--- config.mk ---
export PLATFORM = sky130hd
export DESIGN_NAME = hazard_ctrl_unit
export DESIGN_NICKNAME = d
export VERILOG_FILES = /design/src/rtl/hazard_ctrl_unit_pkg.sv /design/src/rtl/hazard_ctrl_unit_perf.sv /design/src/rtl/hazard_ctrl_unit.sv
export SDC_FILE = /design/constraint.sdc
export NUM_CORES = 1
export LEC_CHECK = 0
export BUFFER_PORTS_ARGS = -buffer_cell sky130_fd_sc_hd__clkbuf_2
export CAP_MARGIN = 0
export CORE_MARGIN = 2
export CORE_UTILIZATION = 46
export DETAILED_ROUTE_END_ITERATION = 10
export HOLD_SLACK_MARGIN = 0.08
export PLACE_DENSITY = 0.78
export RECOVER_POWER = 25
export SLEW_MARGIN = 10
export SYNTH_ARGS = -nofsm -noshare
export SYNTH_HDL_FRONTEND = slang
export SYNTH_HIERARCHICAL = 1
export SYNTH_SLANG_ARGS = --single-unit
--- constraint.sdc ---
create_clock -name clk -period 3.69 [get_ports clk]
set_clock_uncertainty 0.2 [all_clocks]
set_input_delay 1.107 -clock clk [delete_from_list [all_inputs] [get_ports clk]]
set_output_delay 1.107 -clock clk [all_outputs]
set_load 0.01 [all_outputs]
--- src/rtl/hazard_ctrl_unit_pkg.sv ---
// Shared PC-mux select and hazard FSM state types for the pipeline control path.
// pcmux re-exports the select type under the name the datapath ports use.
package rv32i_types;
    typedef enum logic [1:0] {
        pc_plus4 = 2'b00,
        alu_out  = 2'b01,
        alu_mod2 = 2'b10,
        btb_pc   = 2'b11
    } pcmux_sel_t;

    typedef enum logic {
        RUN        = 1'b0,
        REDIR_PEND = 1'b1
    } hazard_state_t;
endpackage

package pcmux;
    typedef rv32i_types::pcmux_sel_t pcmux_sel_t;
endpackage

--- src/rtl/hazard_ctrl_unit_perf.sv ---
// Saturating performance counter: holds at all-ones, clr wins over inc.
// Latency: one cycle from inc/clr to count; no backpressure.
module perf_sat_counter #(
    parameter int PERF_W = 32
) (
    input  logic              clk,
    input  logic              rst,
    input  logic              inc,
    input  logic              clr,
    output logic [PERF_W-1:0] count
);
    always_ff @(posedge clk) begin
        if (rst || clr) begin
            count <= '0;
        end else if (inc && (count != '1)) begin
            count <= count + 1'b1;
        end
    end
endmodule

--- src/rtl/hazard_ctrl_unit.sv ---
// Pipeline hazard control: stalls, flushes and PC redirects, with a pending-redirect FSM.
// Control outputs are combinational from inputs and state; counters update one cycle later.
module hazard_ctrl_unit
    import rv32i_types::*;
#(
    parameter int N_STAGES = 5,
    parameter int PERF_W   = 32
) (
    input  logic                 clk,
    input  logic                 rst,
    input  logic                 if_stall,
    input  logic                 dec_stall,
    input  logic                 mem_stall,
    input  logic                 mispredict,
    input  pcmux::pcmux_sel_t    ex_pcmux_sel,
    input  logic [1:0]           btb_flag,
    input  logic                 perf_clr,
    output logic                 load_pc,
    output pcmux::pcmux_sel_t    pcmux_sel,
    output logic [N_STAGES-2:0]  load_stage,
    output logic                 flush_if,
    output logic                 flush_id,
    output logic [PERF_W-1:0]    cnt_if,
    output logic [PERF_W-1:0]    cnt_dec,
    output logic [PERF_W-1:0]    cnt_mem,
    output logic [PERF_W-1:0]    cnt_redir
);
    hazard_state_t state, state_next;
    pcmux_sel_t    pend_sel, pend_sel_next;
    logic          inc_if, inc_dec, inc_mem, inc_redir;

    always_ff @(posedge clk) begin
        if (rst) begin
            state    <= RUN;
            pend_sel <= pc_plus4;
        end else begin
            state    <= state_next;
            pend_sel <= pend_sel_next;
        end
    end

    always_comb begin
        load_pc       = 1'b1;
        load_stage    = '1;
        flush_if      = 1'b0;
        flush_id      = 1'b0;
        pcmux_sel     = pc_plus4;
        state_next    = state;
        pend_sel_next = pend_sel;
        inc_if        = 1'b0;
        inc_dec       = 1'b0;
        inc_mem       = 1'b0;
        inc_redir     = 1'b0;

        if (rst) begin
            load_pc  = 1'b0;
            flush_if = 1'b1;
            flush_id = 1'b1;
        end else if (mem_stall) begin
            load_pc    = 1'b0;
            load_stage = '0;
            inc_mem    = 1'b1;
        end else if (state == REDIR_PEND) begin
            flush_if = 1'b1;
            flush_id = 1'b1;
            if (if_stall) begin
                load_pc = 1'b0;
                inc_if  = 1'b1;
            end else begin
                pcmux_sel  = pend_sel;
                inc_redir  = 1'b1;
                state_next = RUN;
            end
        end else if (mispredict) begin
            flush_if = 1'b1;
            flush_id = 1'b1;
            if (if_stall) begin
                // Fetch can't take the redirect yet; park it. This cycle is still a fetch stall.
                load_pc       = 1'b0;
                pend_sel_next = ex_pcmux_sel;
                state_next    = REDIR_PEND;
                inc_if        = 1'b1;
            end else begin
                pcmux_sel = ex_pcmux_sel;
                inc_redir = 1'b1;
            end
        end else if (dec_stall) begin
            load_pc       = 1'b0;
            load_stage[0] = 1'b0;
            flush_id      = 1'b1;
            inc_dec       = 1'b1;
        end else if (if_stall) begin
            load_pc  = 1'b0;
            flush_if = 1'b1;
            inc_if   = 1'b1;
        end else if (btb_flag == 2'b11) begin
            pcmux_sel = btb_pc;
        end
    end

    perf_sat_counter #(.PERF_W(PERF_W)) u_cnt_if (
        .clk(clk), .rst(rst), .inc(inc_if), .clr(perf_clr), .count(cnt_if)
    );
    perf_sat_counter #(.PERF_W(PERF_W)) u_cnt_dec (
        .clk(clk), .rst(rst), .inc(inc_dec), .clr(perf_clr), .count(cnt_dec)
    );
    perf_sat_counter #(.PERF_W(PERF_W)) u_cnt_mem (
        .clk(clk), .rst(rst), .inc(inc_mem), .clr(perf_clr), .count(cnt_mem)
    );
    perf_sat_counter #(.PERF_W(PERF_W)) u_cnt_redir (
        .clk(clk), .rst(rst), .inc(inc_redir), .clr(perf_clr), .count(cnt_redir)
    );
endmodule

## Word-level counts from Yosys, hierarchy flattened

Cells that the tools add are included.

- Memory bits (writable): 0
- Latch bits: 0
- Register bits after elaboration: 131
- Input port bits: 11
- Word-level logic and storage cells: 71
- Bits in read-only memories: 0
- Output and inout bits: 137
- Memories kept: 0

- Eq/ne operators: 5
- Multiply operators: 0
- Reduce and logical (&&, ||, !) cells: 6
- Divide/modulo/power cells: 0
- Add/sub/neg operators: 4
- Mux-type cells: 48
- Shift-type cells: 0
- Bitwise operators: 2
- Magnitude comparators: 0

Operator list:

| operator | number |
|---|---|
| $add 32x1->32 const B | 4 |
| $ne 32x32->1 const B | 4 |
| $mux 1 | 37 |
| $mux 2 | 9 |
| $logic_and 1x1->1 | 4 |
| $mux 4 | 1 |
| $reduce_and 4->1 | 1 |
| $mux 3 | 1 |
| $eq 2x2->1 const B | 1 |
| $not 1->1 | 2 |
| $logic_or 1x1->1 | 1 |

## Longest topological paths before layout

Gate-level depths: netlist of the first run.

- Word-level depth: 8
- Mapped depth: 9

## Cells and area by module

The synthesis of the first run kept the hierarchy.

Modules (own cells, without submodules):

| module | instances | area each (sq um) | cells each |
|---|---|---|---|
| perf_sat_counter at u_cnt_dec ... | 3 | 1681.6 | 189 |
| perf_sat_counter at u_cnt_redir | 1 | 1722.9 | 194 |
| hazard_ctrl_unit | 1 | 291.5 | 38 |

## Worst setup path after synthesis of the first run

Ideal clock, no wire load.

- Path type: input to register
- From: in mispredict
- To: reg u_cnt_dec.count[17]
- Setup time: 0.068 ns
- Slack: 0.324 ns
- Path buffers: 1
- Arrival time: 3.098 ns
- Stages: 8
- Cells stage by stage: nor2_1 -> and2_1 -> nor3b_1 -> and3_4 -> o311ai_4 -> buf_6 -> or3_2 -> a21oi_2

- Longest elaborated chain between the ends: 5

Ends and longest elaborated chain:

| what | line | text |
|---|---|---|
| start: declaration | hazard_ctrl_unit.sv:14 | `input logic mispredict,` |
| $mux 1 | hazard_ctrl_unit.sv:74 | `end else if (mispredict) begin` |
| $mux 1 | hazard_ctrl_unit.sv:63 | `end else if (state == REDIR_PEND) begin` |
| $mux 1 | hazard_ctrl_unit.sv:59 | `end else if (mem_stall) begin` |
| $mux 1 | hazard_ctrl_unit.sv:55 | `if (rst) begin` |
| net inc_dec | hazard_ctrl_unit.sv:30 | `logic inc_if, inc_dec, inc_mem, inc_redir;` |
| $logic_and 1x1->1 | hazard_ctrl_unit_perf.sv:15 | `end else if (inc && (count != '1)) begin` |
| end signal: assignment | hazard_ctrl_unit_perf.sv:16 | `count <= count + 1'b1;` |
| end: declaration | hazard_ctrl_unit_perf.sv:10 | `output logic [PERF_W-1:0] count` |

The timed path passes the listed nets, and every way through them passes these cells.
A chain may end at the register's enable or synchronous reset.

## Worst setup path in the final report of the first run

- From: in mispredict
- To: out pcmux_sel[0]

- Longest elaborated chain between the ends: 4

Ends and longest elaborated chain:

| what | line | text |
|---|---|---|
| $mux 2 | hazard_ctrl_unit.sv:74 |  |
| $mux 2 | hazard_ctrl_unit.sv:63 |  |
| $mux 2 | hazard_ctrl_unit.sv:59 |  |
| $mux 2 | hazard_ctrl_unit.sv:55 |  |
| end: declaration | hazard_ctrl_unit.sv:19 | `output pcmux::pcmux_sel_t pcmux_sel,` |

No other way between the ends.

==> results.yml, run 1 <==
status:
  status: "finished clean"
die:
  initial_core_util_pct: 46.78
  die_h_um: 127.9
  fp-row-count: 45
  design.die.area_um2: 16350
  die_w_um: 127.9
  ios: 148
  core-area_um2: 15090
synth:
  yosys_warnings: 6
  synth_common_cells: "dfxtp_1, a21oi_1, or3_1"
  netlist_area_um2: 7059
  netlist.area_leader.share_pct: 37.15
  syn_avg_cell_area_um2: 8.835
  yosysTopAreaCell: "dfxtp_1"
  synth-edff-count: 0
  synth_area_leaders: "dfxtp_1, a21oi_1, or3_1"
  ys.flop_type: "dfxtp_1"
  synth_cell_types: 62
  async_flop_share_pct: 0
  ys_seq_area_share_pct: 37.15
  syn-instance-count: 799
  synth_seq_cells: 131
  yosysMostFrequentCell: "dfxtp_1"
  syn_nets: 814
critical_path:
  end_kind: "output port"
  cpMostUsedCell: "clkbuf_2"
  cp_cell_sequence: "clkbuf_2 > nor3_2 > nand4_1 > a311oi_1 > clkbuf_2"
  cp_num_buf_inv: 2
  arrival_ns: 2.12
  crit_fanout: 6
  crit_type: "primary input to output port"
  cp_slowest_stage_delay_ns: 0.32
  startpoint_type: "primary input"
  slowest_stage: "a311oi_1"
  crit_family: "buffers and inverters"
  worstPathRequired_ns: 2.38
sta:
  finalSetupTns_ns: 0
  hold_viol_final: 0
  tightestPinTransition_ns: 1.196
  finalCriticalPeriod_ns: 3.431
  rsz0062_at_grt: "false"
  worst_slack_ns: 0.2588
  final_max_slew_viol_count: 0
  setup_viol: 0
  maxSlewHeadroom_pct: 20.28
  period_share_pct: 92.99
  max_freq_ghz: 0.2914
run:
  drv_cap: 0
layout:
  fin_cells: 1129
  drive_gt1_share_pct: 22.10
  num_antenna_cells: 0
  area_growth_pct: 16.91
  nNetsFinal: 945
routing:
  drcViolationCount: 0
  drtIter0Drc: 514
  detail_route.wl_per_cell_um: 15.28
  ant_nets: 0
  drtPass1Iterations: 5
  drt-total-wl_mm: 17.25
  via_count: 6715
  vias_per_cell: 5.948
hold_path:
  min_path_type: "register to register"
global_route:
  grt_remaining_overflow: 0
  grt_pass1_wl_mm: 27.77
  antenna_found_initial: 0
  grt_max_degree: 36
  grt_pass1_vias: 5654
  track_usage_pct: 20.62
clock_tree:
  cts_hold_buffers: 0
  cts_buffers: 17
  clock_sinks: 131
  cts-root-buf: "clkbuf_16"
  post_cts_buffers: 0
  cts_max_path_buffers: 2
  clkTransAtPathRegs_ns: 0.06
  ctsResizeCount: 0
  clk_latency_ns: 0.42
  cts_tree: "built"
  htreeDepth: 4
power:
  vdd_drop_max_mv: 0.3649
  powerDensity_nw_per_um2: 381.7
  p_total_uw: 3150
  power_leakage_uw: 0.002520
placed_design:
  pre_cts_ws_ns: 0.2832
  globalplace.congestion: 0.7719
  dp_hpwl_mm: 11.94
  port-buffer-count: 147
  placed_cells: 1099
-- layout by cell type (no fill, tap or decap), drive strengths merged, types with 3 or more instances in the layout --
cell type    n
clkinv       3
and2         6
a21oi      106
clkbuf     173
dfxtp      131
nor3         5
nor2        33
nand2       56
and4        26
or2          8
ha           4
nand4       41
xnor2       13
and3        13
xor2         6
o31ai       40
buf          4
o21ai       69
o311ai       8
nor4         6
or4         35
inv         17
or3         66
mux2i        5
nand3       44
-- path summary, 6_finish.rpt --
kind	start	end	slack, ns	cells after the start
hold reg to reg	u_cnt_mem/count[7]	u_cnt_mem/count[7]	0.29	2
setup reg to reg	u_cnt_redir/count[0]	u_cnt_redir/count[21]	0.88	6
setup / recovery	mispredict	pcmux_sel[0]	0.26	5
hold / removal	u_cnt_mem/count[7]	u_cnt_mem/count[7]	0.29	2
-- area by class of cell --
| class | count | area, µm² |
|---|---|---|
| tap | 188 | 235.2 |
| clock inverter | 5 | 75.07 |
| multi-input combinational | 611 | 4071 |
| timing repair buffer | 152 | 689.4 |
| sequential | 131 | 2623 |
| inverter | 17 | 63.81 |
| fill | 1463 | 6837 |
| clock buffer | 25 | 495.5 |
-- flip-flops by register name, summed over array words and instances (netlist names) --
| signal | flops |
|---|---|
| u_cnt_mem/count | 32 |
| u_cnt_redir/count | 32 |
| state | 1 |
| u_cnt_if/count | 32 |
| u_cnt_dec/count | 32 |
| pend_sel | 2 |
-- cells by family after synthesis --
family	count (synthesis)	share of synthesized area (%)
flip-flops	131	37.15
buffers and inverters	57	5.176
adder cells (fa/ha/maj)	4	0.7090
AO/OA/AOI/OAI	235	22.62
XOR/XNOR	19	2.357
multiplexers	5	0.7090
AND/OR/NAND/NOR	348	31.28
-- layer usage --
| metal | vias up | wire length [µm] | GRT usage (%) |
|---|---|---|---|
| met5 | - | 0 | 0 |
| met4 | 0 | 228 | 6.723 |
| met3 | 22 | 735 | 4.382 |
| met2 | 178 | 7967 | 31.99 |
| met1 | 3170 | 8318 | 28.64 |
| li1 | 3345 | - | - |
-- worst register-to-register path: cells and delay by family, from the launching register on --
| kind | cells | cell delay (ns) |
|---|---|---|
| and+or+nand+nor | 2 | 0.54 |
| DFF | 1 | 0.41 |
| adders and majority gates | 1 | 0.22 |
| AOI/OAI and AO/OA | 3 | 1.38 |
-- power breakdown --
part | switching, µW | internal (µW)
logic | 63.3 | 22.7
registers | 3.21 | 1420
clock network | 588 | 1050
total | 655 | 2500
-- per-stage QoR --
stage | hold WS, ns | util [%] | cell area [µm²]
after floorplan | 0.2600 | - | 7059
after global placement | 0.2798 | 51.47 | 7766
after detailed placement | 0.2889 | 51.47 | 7766
after CTS | 0.2979 | 55.25 | 8337
after global routing | 0.3214 | 54.69 | 8253
final | 0.2942 | 54.69 | 8253
Power figures use the tool's default switching activity.
==> run 2, diff against run 1 <==
--- a/config.mk
+++ b/config.mk
@@ -5,13 +5,14 @@
 export SDC_FILE = /design/constraint.sdc
 export NUM_CORES = 1
 export LEC_CHECK = 0
-export BUFFER_PORTS_ARGS = -buffer_cell sky130_fd_sc_hd__clkbuf_2
+export ABC_AREA = 1
 export CAP_MARGIN = 0
 export CORE_MARGIN = 2
 export CORE_UTILIZATION = 46
 export DETAILED_ROUTE_END_ITERATION = 10
+export DONT_BUFFER_PORTS = 1
 export HOLD_SLACK_MARGIN = 0.08
-export PLACE_DENSITY = 0.78
+export PLACE_DENSITY = 0.7
 export RECOVER_POWER = 25
 export SLEW_MARGIN = 10
 export SYNTH_ARGS = -nofsm -noshare
==> run 2 against run 1 <==
Non-clock buffer count is 142 lower. Die area rose by 18%. Sequential power is essentially flat. Critical path depth did not move. Sequential cell count unchanged. Synthesized area increased by 18%. First-iteration DRC count is 18% higher. Largest power group unchanged.
==> results.yml, run 2 <==
synth:
  yosysMostFrequentCell: "nand2_1"
  synth_common_cells: "nand2_1, nor2_1, nand3_1"
  syn-instance-count: 1363
  async_flop_share_pct: 0
  syn_avg_cell_area_um2: 6.124
  ys.flop_type: "dfxtp_1"
  synth_area_leaders: "dfxtp_1, nand2_1, nor2_1"
  netlist_area_um2: 8347
  netlist.area_leader.share_pct: 31.42
  yosysTopAreaCell: "dfxtp_1"
  syn_nets: 1378
  synth_seq_cells: 131
  yosys_warnings: 6
  synth_cell_types: 30
  synth-edff-count: 0
  ys_seq_area_share_pct: 31.42
status:
  status: "finished clean"
routing:
  vias_per_cell: 5.344
  drcViolationCount: 0
  drtIter0Drc: 607
  drtPass1Iterations: 5
  via_count: 8539
  drt-total-wl_mm: 23.70
  ant_nets: 0
  detail_route.wl_per_cell_um: 14.83
critical_path:
  crit_fanout: 7
  end_kind: "output port"
  startpoint_type: "primary input"
  worstPathRequired_ns: 2.38
  rrSetupSlack_ns: 1.22
  reg2reg_depth: 9
  crit_type: "primary input to output port"
  arrival_ns: 1.86
layout:
  num_antenna_cells: 0
  mostFrequentLayoutCells: "nand2_1, nor2_1, nand3_1, dfxtp_1, a21oi_1"
  fin_area_um2: 9128
  fin_cells: 1598
  area_growth_pct: 9.354
  final_common_cell: "nand2_1"
  post-route-util_pct: 50.99
  nNetsFinal: 1371
  drive_gt1_share_pct: 10.15
clock_tree:
  clkTransAtPathRegs_ns: 0.05
  cts_hold_buffers: 0
  clock_sinks: 131
  ctsResizeCount: 0
  cts_tree: "built"
  cts_buffers: 17
  cts-root-buf: "clkbuf_16"
  cts_max_path_buffers: 2
  htreeDepth: 4
  post_cts_buffers: 0
  clk_latency_ns: 0.41
sta:
  tightestPinTransition_ns: 0.8722
  maxSlewHeadroom_pct: 41.79
  hold_viol_final: 0
  finalSetupTns_ns: 0
  final_max_slew_viol_count: 0
  max_freq_ghz: 0.3155
  finalCriticalPeriod_ns: 3.170
  period_share_pct: 85.91
  setup_viol: 0
  rsz0062_at_grt: "false"
power:
  vdd_drop_max_mv: 0.3090
  power_leakage_uw: 0.003150
  powerDensity_nw_per_um2: 382.3
hold_path:
  holdPathStages: 2
  min_path_type: "register to register"
global_route:
  grt_pass1_vias: 7553
  grt_pass1_wl_mm: 38.65
  grt_remaining_overflow: 0
  antenna_found_initial: 0
  track_usage_pct: 24.22
  grt_max_degree: 37
placed_design:
  post_dp_cell_area_um2: 8442
  dp_hpwl_mm: 17.61
  globalplace.congestion: 0.9387
  port-buffer-count: 0
  placed_cells: 1566
die:
  die_w_um: 138.7
  design.die.area_um2: 19240
  core-area_um2: 17900
  fp-row-count: 49
  initial_core_util_pct: 46.62
  ios: 148
  die_h_um: 138.7
run:
  drv_cap: 0
## run 2: changes by cell type after synthesis, moves of 26 or more
cell / delta
nand3_1: +103
nor3_1: +26
o31ai_1: -33
o21ai_1: -31
inv_1: +83
o21ai_0: -29
or4_1: -32
or3_1: -54
nand2_1: +324
nor2_1: +266
## run 2: worst paths after layout
kind | endpoint | startpoint
min | pend_sel[1] | pend_sel[1]
min reg2reg | pend_sel[1] | pend_sel[1]
max | pcmux_sel[0] | if_stall
max reg2reg | u_cnt_redir/count[2] | u_cnt_redir/count[1]
## run 2: layer usage
metal	track usage, %	routed length, µm	vias to the layer above	share of wire, %
met4	6.911	352	0	1.5
met3	7.251	2036	29	8.6
met2	38.67	10730	282	45
met1	31.96	10580	3872	45
li1	-	-	4356	-
met5	0	0	-	0
## run 2: logic make-up after synthesis
family,synth area share [%]
buf+inv,8.634
flops,31.42
simple gates,51.03
xor+xnor,0.7345
fa+ha+maj,0.5996
compound gates,7.585
## run 2: layout make-up
type	count	area (µm²)
Fill cell	1857	8775
Multi-Input combinational cell	1079	5019
Sequential cell	131	2623
Clock buffer	23	488.0
Inverter	117	439.2
Tap cell	229	286.5
Clock inverter	9	197.7
Timing Repair Buffer	10	75.07
## run 2: worst max-delay path: stages
cell     delay [ns]
inv_1          0.14
nand2_1        0.07
a21oi_1        0.13
nand2_1        0.06
a21oi_1        0.35
## run 2: metrics by stage
step	worst slack (ns)	hold slack [ns]	total power (µW)
after floorplan	0.7014	0.2543	1527
after global placement	0.5250	0.2755	1551
after detailed placement	0.5147	0.2925	1552
after CTS	0.5089	0.3013	3531
after global routing	0.4048	0.3276	3595
final	0.5199	0.2999	3489
## run 2: report_power, final
| group | internal [µW] | switching (µW) | total [µW] |
|---|---|---|---|
| combinational | 29.7 | 70.8 | 100 |
| clock | 1340 | 629 | 1970 |
| sequential | 1420 | 3.82 | 1420 |
==> run 3, diff against run 2 <==
==> constraint.sdc (replaced) <==
create_clock -name clk -period 3 [get_ports clk]
set_clock_uncertainty 0.2 [all_clocks]
set_input_delay 0.9 -clock clk [delete_from_list [all_inputs] [get_ports clk]]
set_output_delay 0.9 -clock clk [all_outputs]
set_load 0.01 [all_outputs]
==> run 3 against run 2 <==
Register-to-register slack worse by 0.61 ns. Cell area about the same. Cell count increased by 0.56%. Largest power group unchanged.
==> results.yml, run 3 (same netlist as run 2, synthesis figures left out) <==
global_route:
  grt_pass1_wl_mm: 38.81
  grt_pass1_vias: 7728
  grt_remaining_overflow: 0
  antenna_found_initial: 0
  track_usage_pct: 24.38
  grt_max_degree: 37
layout:
  drive_gt1_share_pct: 10.81
  area_growth_pct: 9.249
  mostFrequentLayoutCells: "nand2_1, nor2_1, nand3_1, dfxtp_1, a21oi_1"
  final_common_cell: "nand2_1"
  post-route-util_pct: 50.94
  num_antenna_cells: 0
  nNetsFinal: 1380
power:
  vdd_drop_max_mv: 0.4046
  power_leakage_uw: 0.003142
  powerDensity_nw_per_um2: 432.8
critical_path:
  arrival_ns: 1.58
  cpMostUsedCell: "buf_4"
  slowest_stage: "dfxtp_1"
  r2r_end: "u_cnt_redir/count[2]"
  crit_family: "flip-flops"
  cp_slowest_stage_delay_ns: 0.45
  startpoint_type: "register"
  crit_type: "register to output port"
  rrSetupSlack_ns: 0.61
  worstPathRequired_ns: 1.90
  crit_fanout: 7
  r2r_start: "u_cnt_redir/count[0]"
  cp_num_buf_inv: 3
  cp_cell_sequence: "nor2_2 > nand2_2 > inv_2 > nor4_1 > buf_4 > buf_4"
  reg2reg_depth: 9
  end_kind: "output port"
hold_path:
  holdPathStages: 2
  hp-start: "pend_sel[0]"
  min_to: "pend_sel[0]"
  min_path_type: "register to register"
sta:
  finalCriticalPeriod_ns: 2.676
  maxSlewHeadroom_pct: 47.71
  holdWs_ns: 0.2872
  rsz0062_at_grt: "false"
  hold_viol_final: 0
  finalSetupTns_ns: 0
  final_max_slew_viol_count: 0
  tightestPinTransition_ns: 0.7836
  setup_viol: 0
  period_share_pct: 89.21
  max_freq_ghz: 0.3737
die:
  ios: 148
  fp-row-count: 49
  core-area_um2: 17900
  die_h_um: 138.7
  initial_core_util_pct: 46.62
  die_w_um: 138.7
  design.die.area_um2: 19240
routing:
  drtIter0Drc: 611
  ant_nets: 0
  vias_per_cell: 5.409
  drt-total-wl_mm: 23.90
  drtPass1Iterations: 5
  detail_route.wl_per_cell_um: 14.87
  drcViolationCount: 0
  via_count: 8692
clock_tree:
  htreeDepth: 4
  cts_tree: "built"
  cts_max_path_buffers: 2
  clock_sinks: 131
  cts-root-buf: "clkbuf_16"
  clkTransAtPathRegs_ns: 0.06
  post_cts_buffers: 0
  clk_latency_ns: 0.42
  ctsResizeCount: 0
  cts_buffers: 17
  cts_hold_buffers: 0
placed_design:
  globalplace.congestion: 0.9506
  dp_hpwl_mm: 17.80
  port-buffer-count: 0
run:
  drv_cap: 0
status:
  status: "finished clean"
-- run 3: cell types whose count changed in the layout (fill, tap and decap cells not counted), sizes merged --
| cell | change |
|---|---|
| buf | +8 |
| bufinv | -4 |
| clkbuf | -3 |
| clkinv | +4 |
| clkinvlp | +4 |
-- run 3: worst max-delay path by stage --
stage / start / endpoint / slack [ns] / cells past startpoint
finish: state / load_pc / 0.32 / 6
global route: state / load_pc / 0.18 / 6
CTS: state / load_pc / 0.29 / 6
detailed placement: rst / u_cnt_if/count[25] / 0.10 / 13
global placement: rst / u_cnt_redir/count[18] / 0.17 / 11
floorplan: mem_stall / load_stage[2] / 0.43 / 4
-- run 3: per-layer routing --
layer / vias to the layer above / global-route usage, % / part of all wire (%)
met5: - / 0 / 0
met2: 349 / 38.77 / 45
met3: 37 / 6.975 / 8.7
li1: 4388 / - / -
met1: 3918 / 32.06 / 45
met4: 0 / 7.974 / 1.9
-- run 3: power by group --
| part | internal, µW | switching, µW |
|---|---|---|
| clock network | 1260 | 807 |
| logic | 43.1 | 88.2 |
| registers | 1740 | 4.66 |
| total | 3050 | 900 |
-- run 3: worst reg2reg max path: cells and delay by family, from the launching register on --
| family | cells | cell delay [ns] |
|---|---|---|
| AND/OR/NAND/NOR | 7 | 1.30 |
| flip-flops | 1 | 0.48 |
| adder cells (fa/ha/maj) | 1 | 0.25 |
| AO/OA/AOI/OAI | 1 | 0.10 |
-- run 3: final cells by class --
cell class,instances,area [µm²]
Clock buffer,19,452.9
Inverter,117,439.2
Sequential cell,131,2623
Tap cell,229,286.5
Clock inverter,13,135.1
Multi-Input combinational cell,1079,5019
Fill cell,1863,8783
Timing Repair Buffer,19,163.9
-- run 3: stage by stage --
step / instance area (µm²) / setup WS (ns) / total power (µW) / std cells
after floorplan: 8347 / 0.4254 / 1878 / 1363
after global placement: 8534 / 0.1723 / 1915 / 1575
after detailed placement: 8534 / 0.1012 / 1917 / 1575
after CTS: 9123 / 0.2942 / 3999 / 1607
after global routing: 9119 / 0.1782 / 4078 / 1607
final: 9119 / 0.3238 / 3947 / 1607
